===== src/rtl/prng_gen.sv =====
// rtl/prng_gen.sv - parametrised LCG / Galois-LFSR random word generator with seed handshake and reseed request
// Optional macro PRNG_WHITEN_EN: output word is x ^ (x >> WIDTH/2); internal state is unaffected.
module prng_gen #(
  parameter int          WIDTH         = 16,
  parameter int          MODE          = 0,
  parameter logic [31:0] MULT          = 32'd25173,
  parameter logic [31:0] INC           = 32'd13849,
  parameter logic [31:0] TAPS          = 32'h0000_B400,
  parameter logic [31:0] DEFAULT_SEED  = 32'h0000_ACE1,
  parameter int          RESEED_PERIOD = 0
) (
  input  logic             clk,
  input  logic             rst,
  input  logic [WIDTH-1:0] seed_in,
  input  logic             seed_valid,
  output logic             seed_ready,
  input  logic             enable,
  output logic [WIDTH-1:0] num,
  output logic             num_valid,
  input  logic             num_ready,
  output logic             reseed_req
);

  localparam int CW = (RESEED_PERIOD == 0) ? 1 :
                      (($clog2(RESEED_PERIOD + 1) < 1) ? 1 : $clog2(RESEED_PERIOD + 1));

  localparam logic [WIDTH-1:0] MULT_W = MULT[WIDTH-1:0];
  localparam logic [WIDTH-1:0] INC_W  = INC[WIDTH-1:0];
  localparam logic [WIDTH-1:0] TAPS_W = TAPS[WIDTH-1:0];
  localparam logic [WIDTH-1:0] SEED_W = DEFAULT_SEED[WIDTH-1:0];
  localparam logic [CW-1:0]    PERIOD_W = CW'(RESEED_PERIOD);

  typedef enum logic [1:0] {
    ST_UNSEEDED = 2'd0,
    ST_PRIME    = 2'd1,
    ST_RUN      = 2'd2
  } state_t;

  state_t           r_fsm;
  state_t           w_fsm_nxt;
  logic [WIDTH-1:0] r_state;
  logic [WIDTH-1:0] r_num;
  logic             r_num_valid;
  logic             r_reseed_req;
  logic [CW-1:0]    r_count;

  logic             w_seed_ready;
  logic             w_seed_acc;
  logic             w_word_acc;
  logic [WIDTH-1:0] w_seed_load;
  logic [WIDTH-1:0] w_lcg_next;
  logic [WIDTH-1:0] w_lfsr_next;
  logic [WIDTH-1:0] w_next;
  logic [WIDTH-1:0] w_out;
  logic [CW-1:0]    w_count_inc;
  logic             w_period_hit;

  // Product is computed at WIDTH bits, so it is truncated modulo 2^WIDTH.
  assign w_lcg_next  = (r_state * MULT_W) + INC_W;
  assign w_lfsr_next = (r_state >> 1) ^ (r_state[0] ? TAPS_W : '0);
  assign w_next      = (MODE == 1) ? w_lfsr_next : w_lcg_next;

`ifdef PRNG_WHITEN_EN
  assign w_out = w_next ^ (w_next >> (WIDTH / 2));
`else
  assign w_out = w_next;
`endif

  // A zero LFSR state would lock up, so a zero seed falls back to the default.
  assign w_seed_load = ((MODE == 1) && (seed_in == '0)) ? SEED_W : seed_in;

  assign w_seed_acc   = seed_valid & w_seed_ready;
  assign w_word_acc   = (r_fsm == ST_RUN) & r_num_valid & num_ready & enable;
  assign w_count_inc  = (&r_count) ? r_count : r_count + 1'b1;
  assign w_period_hit = (RESEED_PERIOD != 0) && (w_count_inc == PERIOD_W);

  always_ff @(posedge clk) begin
    if (!rst) begin
      r_fsm <= ST_UNSEEDED;
    end else begin
      r_fsm <= w_fsm_nxt;
    end
  end

  always_comb begin
    w_fsm_nxt = r_fsm;
    case (r_fsm)
      ST_UNSEEDED: if (w_seed_acc) w_fsm_nxt = ST_PRIME;
      ST_PRIME:    w_fsm_nxt = ST_RUN;
      ST_RUN:      if (w_seed_acc) w_fsm_nxt = ST_PRIME;
      default:     w_fsm_nxt = ST_UNSEEDED;
    endcase
  end

  always_comb begin
    w_seed_ready = 1'b1;
    if (r_fsm == ST_PRIME) begin
      w_seed_ready = 1'b0;
    end
  end

  always_ff @(posedge clk) begin
    if (!rst) begin
      r_state      <= SEED_W;
      r_num        <= '0;
      r_num_valid  <= 1'b0;
      r_reseed_req <= 1'b0;
      r_count      <= '0;
    end else if (w_seed_acc) begin
      r_state      <= w_seed_load;
      r_num_valid  <= 1'b0;
      r_reseed_req <= 1'b0;
    end else if (r_fsm == ST_PRIME) begin
      r_state      <= w_next;
      r_num        <= w_out;
      r_num_valid  <= 1'b1;
      r_count      <= '0;
      r_reseed_req <= 1'b0;
    end else if (w_word_acc) begin
      r_state      <= w_next;
      r_num        <= w_out;
      r_count      <= w_count_inc;
      r_reseed_req <= r_reseed_req | w_period_hit;
    end
  end

  assign seed_ready = w_seed_ready;
  assign num        = r_num;
  assign num_valid  = r_num_valid;
  assign reseed_req = r_reseed_req;

endmodule


===== config.mk =====
export PLATFORM = sky130hd
export DESIGN_NAME = prng_gen
export DESIGN_NICKNAME = d
export VERILOG_FILES = /design/src/rtl/prng_gen.sv
export SDC_FILE = /design/constraint.sdc
export NUM_CORES = 1
export LEC_CHECK = 0
export BUFFER_PORTS_ARGS = -buffer_cell sky130_fd_sc_hd__buf_2
export CAP_MARGIN = 25
export CORE_ASPECT_RATIO = 0.7
export CORE_UTILIZATION = 58
export DETAILED_ROUTE_END_ITERATION = 7
export PLACE_DENSITY = 0.85
export RECOVER_POWER = 50
export SLEW_MARGIN = 20
export SYNTH_ARGS = -nofsm -noshare
export SYNTH_HDL_FRONTEND = slang
export SYNTH_SLANG_ARGS = --single-unit

===== constraint.sdc =====
create_clock -name clk -period 6.3 [get_ports clk]
set_clock_uncertainty 0.15 [all_clocks]
set_input_delay 1.26 -clock clk [delete_from_list [all_inputs] [get_ports clk]]
set_output_delay 1.26 -clock clk [all_outputs]
set_load 0.01 [all_outputs]

# Word level (Yosys, flattened, before mapping)
# Cells that the tools add are included.
[word_totals]
inputBits = 21
register_bits = 35
word_cells = 27
[classes]
n_bitwise = 6
addsub = 1
n_mux = 6
n_eq_ne = 3
n_mul = 1
reduce_logical = 6
[op_table]
columns = ["op", "n"]
rows = [
  ["$mux 16", 3],
  ["$add 16x14->16 const B", 1],
  ["$mul 16x15->16 const B", 1],
  ["$and 1x1->1", 4],
  ["$pmux 2 s2", 1],
  ["$reduce_or 2->1", 2],
  ["$reduce_bool 3->1", 1],
  ["$eq 2x1->1 const B", 1],
  ["$eq 2x2->1 const B", 1],
  ["$logic_not 2->1", 1],
  ["$mux 2", 1],
  ["$ne 2x1->1 const B", 1],
  ["$not 1->1", 2],
  ["$reduce_and 2->1", 1],
  ["$reduce_bool 2->1", 1],
  ["$mux 1", 1],
]

# Longest topological paths before layout
# Gate-level depths: netlist (run 1).
[depth]
ltp_word = 7
ltp_mapped = 20
ltp_nobuf = 20

# Worst setup path after synthesis (run 1)
# No wires, ideal clock.
[synth_path]
path_kind = "register to register"
startpoint = "reg r_state[4]"
endpoint = "reg r_num[12] (netlist: num[12])"
setup_ps = 116
n_path_buf = 0
path_slack_ps = 1573
t_arrival_ps = 4462
path_stages_with_launch = 20
cell_sequence = "dfxtp_1 ha_1 inv_1 fa_1 inv_1 ha_1 inv_1 fa_1 inv_1 fa_1 inv_1 fa_1 inv_1 ha_1 or3_1 nand3b_1 o22ai_1 xnor2_1 and3_1 a31o_1"
[synth_between]
elab_chain_len = 4
[synth_rtl]
columns = ["element", "line_no", "source"]
rows = [
  ["from (decl)", "41", "logic [WIDTH-1:0] r_state;"],
  ["from (signal assigned)", "110", "r_state <= w_seed_load;"],
  ["from (signal assigned)", "114", "r_state <= w_next;"],
  ["from (signal assigned)", "120", "r_state <= w_next;"],
  ["$mul 16x15->16 *", "59", "assign w_lcg_next = (r_state * MULT_W) + INC_W;"],
  ["$add 16x14->16 *", "59", ""],
  ["$mux 16", "119", "end else if (w_word_acc) begin"],
  ["$mux 16 *", "113", "end else if (r_fsm == ST_PRIME) begin"],
  ["to (signal assigned)", "115", "r_num <= w_out;"],
  ["to (signal assigned)", "121", "r_num <= w_out;"],
  ["to (decl)", "42", "logic [WIDTH-1:0] r_num;"],
]
# Mark *: on every way between the ends. The rest lies on a longest branch, timed or not. The select of a mux whose other input is x is not followed.
# A chain may end at the register's enable or synchronous reset.

# Worst setup path after layout (run 1)
[layout_path]
startpoint = "reg r_state[4]"
endpoint = "reg r_state[13]"
[layout_between]
elab_chain_len = 5
[layout_rtl]
columns = ["element", "line_no", "source"]
rows = [
  ["$mul 16x15->16 *", "59", ""],
  ["$add 16x14->16 *", "59", ""],
  ["$mux 16", "119", ""],
  ["$mux 16 *", "113", ""],
  ["$mux 16 *", "109", "end else if (w_seed_acc) begin"],
]
# Marks and branches as above.

==> results.toml, run 1 <==
[outcome]
status = "finished, final reports clean"

[final_layout]
diodes = 0
nNetsFinal = 505
layout_commonest_cell = "ha_1"
drive_gt1_frac = 0.07250
final_cell_mix = "ha_1, inv_1, nand2_1"
fillers = 435
areaGrowthSynthToFinish_pct = 9.466

[die]
dieWidth_um = 93.12
io_pins = 40
core_area_sq_mm = 0.005423
start_util = 0.6216
dieArea_sq_mm = 0.006125
num_rows = 22
fp.dieH_um = 65.78

[critical_path]
timing.rr.start = "r_state[4]"
worst_setup_path_start_kind = "flip-flop"
cp_max_fo = 5
crit_family = "adder cells"
slowest_delay_ns = 0.55
crit_path_start = "r_state[4]"
end_kind = "flip-flop"
worstPathArrival_ns = 5.10
worstPathRequired_ns = 6.24
path_cells = "ha_1, inv_1, fa_1, inv_1, ha_1, inv_1, fa_1, inv_1, fa_1, inv_1, fa_1, inv_1, ha_1, nor2_1, nor2b_1, o21a_1, o211ai_1, and3_1, o21ai_0, nand4_1"
slowest_stage = "fa_1"
crit_buf_inv = 6
path_class = "reg -> reg"
critical_path.most_common_cell = "inv_1"

[synthesis]
post_synth.cell_area_avg_sq_um = 9.210
synth_ff_type = "dfxtp_1"
synthesis.instances = 366
synth_area_leaders = "ha_1, dfxtp_1, fa_1"
synth_nets = 472
yosysTopAreaCell = "ha_1"
async_flop_share = 0
synth_area_sq_mm = 0.003371
synth_top_area_share = 0.2116
ys_ff_latch = 35
yosysSeqAreaShare = 0.2079
synth_edf_count = 0
ys_warn_count = 0
synth_cell_types = 49

[detailed_routing]
wire_per_inst_um = 17.10
vias = 2681
viasPerCell = 5.680
drc = 0
drtIter0Drc = 180
ant_nets = 0
drt_pass1_iterations = 6
wl_um = 8072

[clocking]
clk_path_buf_depth = 2
hold_buffers = 0
cts_resized = 0
clk_pin_slew_worst_paths_ns = 0.08
post-cts-setup-buffers = 0
cts_tree = "yes"
cts-root-buf = "clkbuf_8"
ctsHtreeMaxLevel = 2
cts_inserted_buffers = 5
clk_latency_ns = 0.29
cts_sinks = 35

[grt]
grt_max_degree = 40
grt_pass1_vias = 2747
antenna_found_initial = 0
grt_pass1_wl_um = 13410
overflow = 0
grtUsageTotal = 0.2889

[timing]
slew_viol_final = 0
fin_crit_ns = 5.156
fin_crit_sh = 0.8184
max_freq_mhz = 194.0
fin_tns_setup_ns = 0
tightest_slew_ns = 1.422
hold_viol = 0
finalSetupViolations = 0
relSlewSlack = 0.05203
rsz0062_at_grt = "no"
worst_hold_slack_ns = 0.3203

[placed_design]
portBuffers = 38
routabilityCongestion = 0.9433
hpwl_um = 6311

[hold_path]
holdCritStartpoint = "r_fsm[0]"
hold_path_class = "reg -> reg"

[job]
maxCapViolations = 0
-- routing by layer --
layer  GRT usage  vias to the layer above  wire length (um)
li1            -                     1289                 -
met1      0.3806                     1275              3719
met2      0.4908                       92              3718
met3     0.05747                       25               445
met4     0.07115                        0               188
met5           0                        -                 0
-- through the flow --
stage | std cells | utilization | setup WS, ns | area [sq um]
5_1_grt | 472 | 0.6804 | 0.8666 | 3690
4_1_cts | 472 | 0.6848 | 1.209 | 3714
6_report | 472 | 0.6804 | 1.144 | 3690
3_5_place_dp | 464 | 0.6631 | 1.199 | 3596
2_1_floorplan | 366 | - | 1.573 | 3371
3_3_place_gp | 464 | 0.6631 | 1.402 | 3596
-- kinds of logic after synthesis --
| kind of cell | count (synthesis) | synth area share |
|---|---|---|
| AND/OR/NAND/NOR | 94 | 0.1392 |
| adder cells (fa/ha/maj) | 85 | 0.3779 |
| buffers and inverters | 65 | 0.07535 |
| AO/OA/AOI/OAI | 59 | 0.1232 |
| flip-flops | 35 | 0.2079 |
| XOR/XNOR | 24 | 0.06644 |
| multiplexers | 3 | 0.008909 |
| other | 1 | 0.001113 |
-- flip-flops by register name, summed over array words and instances, names as in the netlist --
signal     cells
num           16
num_valid      1
r_fsm          2
r_state       16
-- final timing paths --
kind | slack (ns) | cells past startpoint | endpoint
max | 1.14 | 20 | r_state[13]
min | 0.32 | 1 | r_fsm[0]
max reg2reg | 1.14 | 20 | r_state[13]
min reg2reg | 0.32 | 1 | r_fsm[0]
-- cell usage after synthesis (all sizes together), types with 3 or more instances --
library cell,number
nand4b,3
nor2b,5
nand3,5
xnor2,19
and2,4
xor2,4
buf,6
clkbuf,6
dfxtp,35
ha,57
o211ai,3
a21boi,17
nand2,38
or3,3
inv,53
fa,28
nand2b,4
o21ai,7
a21oi,11
nand4,5
a21o,3
mux2i,3
a22oi,4
nor3,3
nor2,14
-- cell type report --
cell class,count,area (sq um),area share
clock buffers,6,82.58,0.02238
well taps,72,90.09,0.02442
clock inverters,2,35.03,0.009495
flip-flops and latches,35,700.7,0.1899
inverters,53,198.9,0.05392
multi-input cells,266,2416,0.6548
repair buffers,38,166.4,0.04510
Power of run 1 is left out: the tool's default activity adds up to more than one toggle a clock period on the data nets, which glitch-free logic cannot reach.
==> run 2: changes to the inputs <==
Clock period 6.3 ns to 5 ns, I/O delays scaled along.
==> results.toml, run 2 (synthesis gave the netlist of run 1 again) <==
[timing]
tightest_slew_ns = 1.348
finalSetupViolations = 0
relSlewSlack = 0.1010
hold_viol = 0
fin_crit_sh = 0.9874
fin_crit_ns = 4.937
max_freq_mhz = 202.6
fin_tns_setup_ns = 0
slew_viol_final = 0

[final_layout]
fillers = 435
nNetsFinal = 513
final_cell_mix = "ha_1, inv_1, nand2_1"
layout_commonest_cell = "ha_1"
areaGrowthSynthToFinish_pct = 12.88
diodes = 0
drive_gt1_frac = 0.1176

[grt]
grt_use_met1 = 0.3918
grtUsageMet3 = 0.05402
top_usage_layer = "met2"
antenna_found_initial = 0
grt_max_degree = 40
grtUsageTotal = 0.2887
grt_pass1_vias = 2767
grt_use_met2 = 0.4770
overflow = 0
grt_pass1_wl_um = 13370

[job]
maxCapViolations = 0

[critical_path]
cp_max_fo = 5
critical_path.most_common_cell = "ha_1"
worstPathArrival_ns = 4.96
slowest_stage = "fa_1"
crit_family = "adder cells"
crit_buf_inv = 2
path_class = "reg -> reg"
ff2ff_setup_slack_ns = 0.06
slowest_delay_ns = 0.54
worst_setup_path_start_kind = "flip-flop"
end_kind = "flip-flop"
worstPathRequired_ns = 5.03
path_cells = "ha_1, ha_1, ha_1, ha_1, fa_1, inv_1, fa_1, inv_1, ha_1, o21ai_0, a211oi_2, o21ai_0, a21oi_1, xor2_1, a221o_1"

[die]
dieArea_sq_mm = 0.006125
core_area_sq_mm = 0.005423
dieWidth_um = 93.12
num_rows = 22
fp.dieH_um = 65.78
start_util = 0.6216
io_pins = 40

[placed_design]
hpwl_um = 6362
routabilityCongestion = 0.9416
portBuffers = 38

[detailed_routing]
drt_pass1_iterations = 5
drtIter0Drc = 168
drc = 0
wl_um = 8208
viasPerCell = 5.652
ant_nets = 0
wire_per_inst_um = 17.10
vias = 2713

[clocking]
cts_inserted_buffers = 5
clk_pin_slew_worst_paths_ns = 0.07
cts-root-buf = "clkbuf_8"
ctsHtreeMaxLevel = 2
clk_latency_ns = 0.29
cts_sinks = 35
clk_path_buf_depth = 2
cts_tree = "yes"

[outcome]
status = "finished, final reports clean"

[hold_path]
hold_path_class = "reg -> reg"
-- run 2: cell types whose count changed in the layout (fill, tap and decap cells not counted), moves of 2 or more --
cell | previous run | this run
buf_4 | 0 | 8
dfxtp_1 | 35 | 33
ha_1 | 57 | 55
ha_4 | 0 | 2
-- run 2: worst paths after layout --
path / startpoint / end / cells past startpoint
worst max-delay path: r_state[8] / r_state[11] / 15
worst min-delay path: r_fsm[0] / r_fsm[0] / 1
worst max register to register: r_state[8] / r_state[11] / 15
worst min register to register: r_fsm[0] / r_fsm[0] / 1
-- run 2: final cells by class --
| type | instances | area (sq um) | share of cell area |
|---|---|---|---|
| multi-input cells | 266 | 2466 | 0.6481 |
| flip-flops and latches | 35 | 705.7 | 0.1855 |
| repair buffers | 46 | 226.5 | 0.05952 |
| inverters | 53 | 198.9 | 0.05229 |
| well taps | 72 | 90.09 | 0.02368 |
| clock buffers | 6 | 82.58 | 0.02170 |
| clock inverters | 2 | 35.03 | 0.009207 |
-- run 2: per-layer routing --
| layer | part of all wire | up-vias |
|---|---|---|
| met1 | 0.45 | 1268 |
| met4 | 0.020 | 0 |
| met3 | 0.074 | 18 |
| met2 | 0.46 | 121 |
| li1 | - | 1306 |
| met5 | 0 | - |
-- run 2: per-stage QoR --
step | setup slack (ns) | instance area, sq um | hold slack [ns] | instances | util
after floorplan | 0.2725 | 3371 | 0.2531 | 366 | -
after global placement | 0.1870 | 3641 | 0.2636 | 470 | 0.6714
after detailed placement | -0.03323 | 3641 | 0.2944 | 470 | 0.6714
after CTS | 0.03413 | 3767 | 0.3047 | 478 | 0.6947
after global routing | -0.05418 | 3805 | 0.3267 | 480 | 0.7017
final | 0.06322 | 3805 | 0.2993 | 480 | 0.7017
-- run 2: timing repair --
| action | in CTS | in global routing |
|---|---|---|
| setup buffers | 0 | 2 |
| gates resized for setup | 3 | 12 |
| pin swaps | 0 | 5 |
| hold buffers | 0 | 0 |
| setup endpoints to repair | 3 | 8 |
Power of run 2 is left out for the same reason.
==> run 3: changes to the inputs <==
Settings changed: CORE_UTILIZATION 58 to 54, PLACE_DENSITY 0.85 to 0.84.
Clock period 5 ns to 4.5 ns, I/O delays scaled along.
==> results.toml, run 3 (synthesis gave the netlist of run 1 again) <==
[final_layout]
nNetsFinal = 545
layout.cells.non_filler = 514
diodes = 0
areaGrowthSynthToFinish_pct = 24.57
final_cell_mix = "inv_1, ha_1, nand2_1, buf_4"
layout_commonest_cell = "inv_1"
stdcell_area_sq_mm = 0.004199
drive_gt1_frac = 0.2415

[timing]
hold_viol = 0
rsz0062_at_grt = "yes"
tightest_slew_ns = 0.8496
max_freq_mhz = 215.9
finalSetupViolations = 8
worst_slack_ns = -0.1307
slew_viol_final = 0
fin_crit_ns = 4.631
relSlewSlack = 0.4336
fin_crit_sh = 1.029

[clocking]
ctsHtreeMaxLevel = 2
clk_pin_slew_worst_paths_ns = 0.08
clk_path_buf_depth = 2
clk_latency_ns = 0.29
cts_sinks = 35
cts_inserted_buffers = 5
cts_tree = "yes"
cts-root-buf = "clkbuf_8"

[critical_path]
worstPathRequired_ns = 4.49
path_class = "reg -> reg"
slowest_delay_ns = 0.51
cp_max_fo = 3
end_kind = "flip-flop"
slowest_stage = "fa_1"
path_cells = "ha_4, inv_2, fa_1, inv_1, ha_1, inv_2, fa_1, inv_1, fa_1, inv_2, fa_1, inv_2, ha_4, nor2_4, nor2b_2, o21a_1, o211ai_1, and3_1, o21ai_2, nand4_1"
worst_setup_path_start_kind = "flip-flop"
worstPathArrival_ns = 4.62

[placed_design]
hpwl_um = 6812
portBuffers = 38
routabilityCongestion = 0.9450
dp.cells = 501
place_area_sq_mm = 0.003899
dp_slack_ns = -0.1952

[job]
maxCapViolations = 0

[detailed_routing]
drc = 0
drt_pass1_iterations = 4
ant_nets = 0
viasPerCell = 5.708
vias = 2934
wl_um = 9044
drtIter0Drc = 177
wire_per_inst_um = 17.60

[grt]
overflow = 0
grt_max_degree = 40
grtUsageTotal = 0.2874
antenna_found_initial = 0
grt_pass1_wl_um = 13770
grt_pass1_vias = 2949

[die]
start_util = 0.5742
dieArea_sq_mm = 0.006567
dieWidth_um = 96.43
fp.dieH_um = 68.10
num_rows = 23
core_area_sq_mm = 0.005871
io_pins = 40

[outcome]
violations = "setup timing"
status = "finished with violations"

[hold_path]
hold_path_class = "reg -> reg"
## run 3: cell types whose count changed in the layout (fill, tap and decap cells not counted), sizes merged
cell    before  now
clkbuf      25   23
buf         27   61
bufinv       1    0
## run 3: worst paths after layout
check | startpoint | end | slack [ns] | depth (start not counted)
worst max-delay path | r_state[4] | r_state[13] | -0.13 | 20
worst min-delay path | r_fsm[0] | r_fsm[0] | 0.28 | 1
worst max register to register | r_state[4] | r_state[13] | -0.13 | 20
worst min register to register | r_fsm[0] | r_fsm[0] | 0.28 | 1
## run 3: metal layers
layer / vias to the layer above / routed length, um / track usage
met5: - / 0 / 0
met4: 0 / 272 / 0.1305
met3: 31 / 518 / 0.05000
met2: 116 / 4345 / 0.4876
met1: 1416 / 3908 / 0.3619
li1: 1371 / - / -
## run 3: repair_timing
action / CTS / global route
endpoints found under the setup margin: 11 / 13
buffers inserted: 3 / 3
hold buffers: 0 / 0
pin swaps: 19 / 6
gates resized for setup: 23 / 20
## run 3: cell type report
class | count | area, sq um
clock buffer | 6 | 82.58
clock inverter | 1 | 5.005
fill | 418 | 1672
inverter | 53 | 198.9
multi-input combinational | 266 | 2619
sequential | 35 | 714.4
tap | 75 | 93.84
timing repair buffer | 78 | 485.5
## run 3: through the flow
stage / hold slack [ns] / TNS [ns] / utilization
2_1_floorplan: 0.2531 / -0.02254 / -
3_3_place_gp: 0.2610 / -0.4391 / 0.6641
3_5_place_dp: 0.2683 / -1.386 / 0.6641
4_1_cts: 0.2783 / -0.4532 / 0.6988
5_1_grt: 0.3145 / -2.525 / 0.7153
6_report: 0.2762 / -0.6058 / 0.7153
## run 3: critical path, delay by kind of cell (launching register included)
| kind | cells | cell delay, ns |
|---|---|---|
| AND/OR/NAND/NOR | 4 | 0.46 |
| adder cells (fa/ha/maj) | 7 | 2.80 |
| buffers and inverters | 6 | 0.24 |
| flip-flops | 1 | 0.36 |
| AO/OA/AOI/OAI | 3 | 0.48 |
Power of run 3 is left out for the same reason.
